### config.mk
export PLATFORM = sky130hd
export DESIGN_NAME = fft_frame_loader
export DESIGN_NICKNAME = d
export VERILOG_FILES = /design/src/rtl/fft_frame_loader.sv
export SDC_FILE = /design/constraint.sdc
export NUM_CORES = 1
export LEC_CHECK = 0
export ABC_CLOCK_PERIOD_IN_PS = 4000
export CORE_MARGIN = 8
export CORE_UTILIZATION = 35
export DETAILED_ROUTE_END_ITERATION = 8
export PLACE_DENSITY = 0.65
export SKIP_CTS_REPAIR_TIMING = 1
export SLEW_MARGIN = 10
export SYNTH_ARGS = -nofsm -noshare
export SYNTH_HDL_FRONTEND = slang
export SYNTH_SLANG_ARGS = --single-unit
### constraint.sdc
create_clock -name i_clk -period 4 [get_ports i_clk]
set_input_delay 0.8 -clock i_clk [delete_from_list [all_inputs] [get_ports i_clk]]
set_output_delay 0.8 -clock i_clk [all_outputs]
set_load 0.01 [all_outputs]
### src/rtl/fft_frame_loader.sv
// fft_frame_loader: pulls FRAME_LEN samples per frame from a fixed-latency
// sample source and streams them to an FFT core load port as real-only
// complex data, with start/end-of-frame markers and a small skid FIFO.
//
// Ports:
//   i_clk, i_rst     clock, synchronous active-high reset
//   i_start          one-cycle pulse starting a frame (ignored while busy)
//   o_src_req        registered read/advance request to the source
//   i_src_data       source sample, valid SRC_LAT cycles after o_src_req
//   o_xn_re/o_xn_im  sample to the FFT core (imaginary part always 0)
//   o_xn_valid       o_xn_* carries a sample; handshake with i_xn_ready
//   o_xn_sof/o_xn_eof  marks sample index 0 / FRAME_LEN-1
//   o_busy           frame in progress
//   o_frame_done     one-cycle pulse after the last handshake
//   o_frame_cnt      completed frames, wrapping
module fft_frame_loader #(
    parameter int FRAME_LEN  = 1024,
    parameter int DW         = 16,
    parameter int SRC_LAT    = 1,
    parameter int OFFSET_BIN = 0
) (
    input  logic          i_clk,
    input  logic          i_rst,
    input  logic          i_start,
    output logic          o_src_req,
    input  logic [DW-1:0] i_src_data,
    output logic [DW-1:0] o_xn_re,
    output logic [DW-1:0] o_xn_im,
    output logic          o_xn_valid,
    output logic          o_xn_sof,
    output logic          o_xn_eof,
    input  logic          i_xn_ready,
    output logic          o_busy,
    output logic          o_frame_done,
    output logic [15:0]   o_frame_cnt
);
    localparam int DEPTH = SRC_LAT + 2;
    localparam int IW    = $clog2(FRAME_LEN);
    localparam int CW    = IW + 1;
    localparam int PW    = $clog2(DEPTH);
    localparam int OW    = $clog2(DEPTH + 1);

    typedef enum logic [1:0] {IDLE, RUN, DRAIN, DONE} state_t;

    state_t             r_state, w_state_nxt;
    logic               r_src_req;
    logic [SRC_LAT-1:0] r_pipe;
    logic [CW-1:0]      r_req_cnt;
    logic [IW-1:0]      r_out_idx;
    logic [DW-1:0]      r_mem [DEPTH];
    logic [PW-1:0]      r_rd_ptr, r_wr_ptr;
    logic [OW-1:0]      r_count;
    logic [15:0]        r_frame_cnt;
    logic               w_push, w_pop, w_eof_hs, w_room, w_req_nxt;
    logic [DW-1:0]      w_head;

    assign w_push   = r_pipe[SRC_LAT-1];
    assign w_pop    = o_xn_valid & i_xn_ready;
    assign w_eof_hs = o_xn_eof & i_xn_ready;
    assign w_head   = r_mem[r_rd_ptr];

    // A new request is only issued if the FIFO can hold it together with
    // everything already requested, counting this cycle's pop as freed space.
    assign w_room = (int'(r_count) + int'(r_src_req) + $countones(r_pipe) + 1)
                    <= (DEPTH + int'(w_pop));

    assign w_req_nxt = ((r_state == IDLE && i_start) || r_state == RUN)
                       && r_req_cnt < CW'(FRAME_LEN) && w_room;

    always_comb begin
        w_state_nxt = r_state;
        unique case (r_state)
            IDLE:  w_state_nxt = i_start ? RUN : IDLE;
            RUN:   w_state_nxt = (r_req_cnt == CW'(FRAME_LEN)) ? DRAIN : RUN;
            DRAIN: w_state_nxt = w_eof_hs ? DONE : DRAIN;
            DONE:  w_state_nxt = IDLE;
        endcase
    end

    always_ff @(posedge i_clk) begin
        if (i_rst) begin
            r_state     <= IDLE;
            r_src_req   <= 1'b0;
            r_pipe      <= '0;
            r_req_cnt   <= '0;
            r_out_idx   <= '0;
            r_rd_ptr    <= '0;
            r_wr_ptr    <= '0;
            r_count     <= '0;
            r_frame_cnt <= '0;
        end else begin
            r_state   <= w_state_nxt;
            r_src_req <= w_req_nxt;
            r_pipe    <= SRC_LAT'({r_pipe, r_src_req});
            r_req_cnt <= (r_state == DONE) ? '0 : r_req_cnt + CW'(w_req_nxt);
            r_count   <= r_count + OW'(w_push) - OW'(w_pop);
            if (w_push)
                r_wr_ptr <= (r_wr_ptr == PW'(DEPTH - 1)) ? '0 : r_wr_ptr + 1'b1;
            if (w_pop) begin
                r_rd_ptr  <= (r_rd_ptr == PW'(DEPTH - 1)) ? '0 : r_rd_ptr + 1'b1;
                r_out_idx <= r_out_idx + 1'b1;
            end
            if (r_state == DONE)
                r_frame_cnt <= r_frame_cnt + 1'b1;
        end
    end

    always_ff @(posedge i_clk) begin
        if (w_push)
            r_mem[r_wr_ptr] <= i_src_data;
    end

    // Offset-binary to two's complement is just an MSB flip; output is
    // forced to 0 while empty so nothing stale leaks out after reset.
    assign o_xn_re      = o_xn_valid ? (w_head ^ {(OFFSET_BIN != 0), {(DW-1){1'b0}}}) : '0;
    assign o_xn_im      = '0;
    assign o_xn_valid   = r_count != '0;
    assign o_xn_sof     = o_xn_valid & (r_out_idx == '0);
    assign o_xn_eof     = o_xn_valid & (r_out_idx == IW'(FRAME_LEN - 1));
    assign o_src_req    = r_src_req;
    assign o_busy       = r_state != IDLE;
    assign o_frame_done = r_state == DONE;
    assign o_frame_cnt  = r_frame_cnt;
endmodule

==> metrics.md <==
| Metric | Value |
|---|---|
| Slowest cell delay on critical path | `roughly 0.43 ns` |
| Worst Setup SP | `r_count[0]` |
| Data required, critical path | `between 4 and 5 ns` |
| Die W | `~130 microns` |
| Number of CTS-inserted buffers | `9` |
| Relative slew slack | `between 30% and 40%` |
| Most common cell on crit path | `ha_1` |
| Starting Density | `between 30% and 40%` |
| Final worst slack | `around 0.43 ns` |
| Clock sink count | `a little under 100` |
| Detail Placement HPWL | `5970 microns` |
| Worst slew pin tran | `between 0.9 and 1 ns` |
| Worst Setup Start Kind | `flop` |
| N_diodes | `0` |
| Post-layout nets | `between 400 and 500` |
| Worst-case reg-to-reg path depth | `16` |
| Filler cells | `1,146` |
| Fin util | `between 40% and 50%` |
| Worst Skew | `0.00998 ns` |
| Tot GR Track Use | `between 10% and 20%` |
| DRT Wirelength | `about 8500 microns` |
| Placed inst area | `approximately 4900 sq um` |
| Final Slew Violations | `0` |
| End of the critical path | `r_req_cnt[10]` |
| Tcrit/Tclk final | `about 90%` |
| CP Cell Sequence | `inv_1 -> ha_1 -> inv_1 -> ha_1 -> fa_1 -> ha_1 -> nor2b_1 -> o21ai_0 -> a32oi_1 -> nor4_1 -> ha_1 -> ha_1 -> nand2_1 -> nor4_1 -> xnor2_1 -> nor2_1` |
| Setup CP Type | `flop to flop` |
| Grt ovf | `0` |
| Gpl congestion | `0.806` |
| Most common cell after layout, fill and taps aside | `nor2_1` |
| Commonest cells after routing, fill and taps aside | `nor2_1, clkdlybuf4s50_1, dfxtp_1, edfxtp_1, a21oi_1` |
| CTS root buf | `clkbuf_16` |
| Vias in the first global route | `~2.8k` |
| Fin area | `around 5300 sq um` |
| Port-buffer cells | `57` |
| Status | `complete, no violations` |
| Gate count of the mapped netlist | `about 400` |
| Wire per inst | `13.8 microns` |
| Die ar. | `around 16,000 sq um` |
| Crit-path slowest cell | `fa_1` |
| Multi-input gate area | `1620 sq um` |
| Final-report setup violation count | `0` |
| Initial antenna violation count | `0` |
| Drt drc | `0` |
| Post-DRT Antenna Nets | `0` |
| Yosys cell types | `42` |
| Average size of a mapped cell | `10.6 sq um` |
| Synth warn | `0` |
| Worst-Skew Late Latency | `0.34 ns` |
| Clock Path Buffers | `2` |
| Pre-CTS setup slack | `about 0.24 ns` |
| CP endpoint kind | `flop` |
| Met1 usage | `a little over an eighth` |
| Pleak | `around 1.9 nW` |
| Setup TNS | `0 ns` |
| Row cnt | `40` |
| Via Count | `a little under 3k` |
| Final hold vios | `0` |
| Vias per cell | `4.86` |
| Max cap viols | `0` |
| Post-Place Cells | `596` |
| Share of cells above drive strength 1 | `6.88%` |
| Crit-path max FO | `5` |
| Power Density | `~540 nW/um^2` |
| H-tree depth | `3` |
| IO Count | `74` |
| Min-delay worst type | `flop to flop` |
| CP arrival | `3.78 ns` |
| Largest net degree at the start of global routing | `33` |
| CTS tree | `built` |
| Maximum clock rate | `approximately 280 MHz` |
| Area grow syn2layout | `24.3%` |
| Core ar. | `11,900 sq um` |
| First-pass GRT wire length | `approximately 14,000 microns` |
| Hold path start | `o_src_req` |
| Clock-pin slew on the worst setup and hold paths | `0.07 ns` |
| Finished Layout Cells | `612` |
| Sequential cell area | `about 2400 sq um` |
| Crit path time final | `3.57 ns` |
| Met3 Usage GRT | `4.43%` |
| FF-to-FF setup slack | `between 0.4 and 0.5 ns` |
| Met2 Use GR | `between 15 and 20%` |
| Mapped cell area | `approximately 4200 sq um` |
| Flops & latches, synth | `97` |
| First-pass iteration count of the detailed router | `4` |
| Die height | `around 130 microns` |
| Worst R2R End | `r_req_cnt[10]` |
| Worst IR drop on VDD | `about 0.00037 V` |
| GRT busiest layer | `met2` |
| DRT iter0 DRCs | `about 120` |
| RSZ-0062 raised after global routing | `no` |
| Sequential share of the synthesized area | `a little under three fifths` |
| Reg2reg start | `r_count[0]` |
where the power goes:
part / switching (W) / total [W] / internal [W] / leakage [nW]
clock network: 0.000378 / 0.000938 / 0.000560 / 0.163
logic: 0.000391 / 0.000750 / 0.000359 / 0.881
registers: 0.0000462 / 0.00116 / 0.00112 / 0.831
total: 0.000816 / 0.00285 / 0.00204 / 1.87
cells by family (layout without fill, tap and decap cells):
logic type | count (synthesis) | after routing | share of synthesized area [%]
and+or+nand+nor | 153 | 153 | 17.5
DFF | 97 | 97 | 57.3
AOI/OAI and AO/OA | 46 | 46 | 6.10
buffers and inverters | 46 | 98 | 5.74
xor gates and xnor gates | 26 | 26 | 5.39
muxes | 16 | 16 | 3.79
adders and majority gates | 13 | 13 | 4.03
other | 1 | 16 | 0.0888
worst min-delay path by stage:
| stage | to | cells after the start |
|---|---|---|
| 5_1_grt | r_pipe | 2 |
| 4_1_cts | o_frame_cnt[15] | 2 |
| 3_3_place_gp | o_frame_cnt[15] | 2 |
| 2_1_floorplan | o_src_req | 1 |
| 3_5_place_dp | o_frame_cnt[15] | 2 |
| 6_report | r_pipe | 2 |
worst max-delay path: cells and delay by family (launching register included):
family	cells	cell delay [ns]
AO/OA/AOI/OAI	2	0.24
XOR/XNOR	1	0.16
adder cells (fa/ha/maj)	6	1.63
buffers and inverters	2	0.13
flip-flops	1	0.40
AND/OR/NAND/NOR	5	0.89
cell type report:
class                           instances  share of cell area, %
Tap cell                              147                   3.50
Sequential cell                        97                   46.1
Inverter                               17                   1.21
Timing Repair Buffer                   65                   12.0
Clock inverter                          7                   2.02
Clock buffer                            9                   4.29
Multi-Input combinational cell        270                   30.9
stage by stage:
step | hold WS [ns] | power, W
after floorplan | 0.459 | 0.00164
after global placement | 0.468 | 0.00193
after detailed placement | 0.474 | 0.00195
after CTS | 0.484 | 0.00290
after global routing | 0.524 | 0.00303
final | 0.483 | 0.00285
synth_stat cells:
master	number	area share, %
dfxtp_1	49	23
a21oi_1	31	3.7
inv_1	17	1.5
conb_1	1	0.089
ha_1	12	3.6
nand4b_1	1	0.21
nand4_1	8	1.2
nor4_1	7	1.0
o2111ai_1	1	0.21
a31o_2	1	0.21
clkbuf_1	10	0.89
nand2b_1	2	0.30
o21ai_0	6	0.71
nand2_1	20	1.8
mux2i_1	16	3.8
nor4b_1	3	0.62
nor2_1	73	6.5
xnor2_1	14	2.9
xor2_1	12	2.5
buf_4	16	2.8
edfxtp_1	48	34
buf_6	1	0.27
nand3_1	10	1.2
o21ba_2	1	0.24
and2_2	1	0.18
buf_2	2	0.24
o211ai_1	1	0.18
o31ai_1	2	0.36
nand4_2	1	0.30
nor4_2	1	0.30
nor3b_1	1	0.18
o21ai_1	1	0.12
and3_1	1	0.15
nor3_1	9	1.1
or3_1	5	0.74
a32oi_1	2	0.41
or4_1	2	0.36
fa_1	1	0.47
nand2_4	1	0.27
and4_1	3	0.62
nor2b_1	3	0.44
or2_2	1	0.15
registers in the layout (all words and copies together), names as in the netlist, named ones only:
| name | flops |
|---|---|
| o_frame_cnt | 16 |
| o_src_req | 1 |
| r_count | 2 |
| r_mem | 48 |
| r_out_idx | 10 |
| r_pipe | 1 |
| r_rd_ptr | 2 |
| r_req_cnt | 11 |
| r_state | 1 |
| r_wr_ptr | 2 |
metal layers:
layer / share of wire [%] / vias up
met5: 0 / -
li1: - / 1479
met3: 6.1 / 8
met4: 1.1 / 0
met2: 46 / 66
met1: 46 / 1419
No activity file was read; power rests on OpenSTA's default activity.
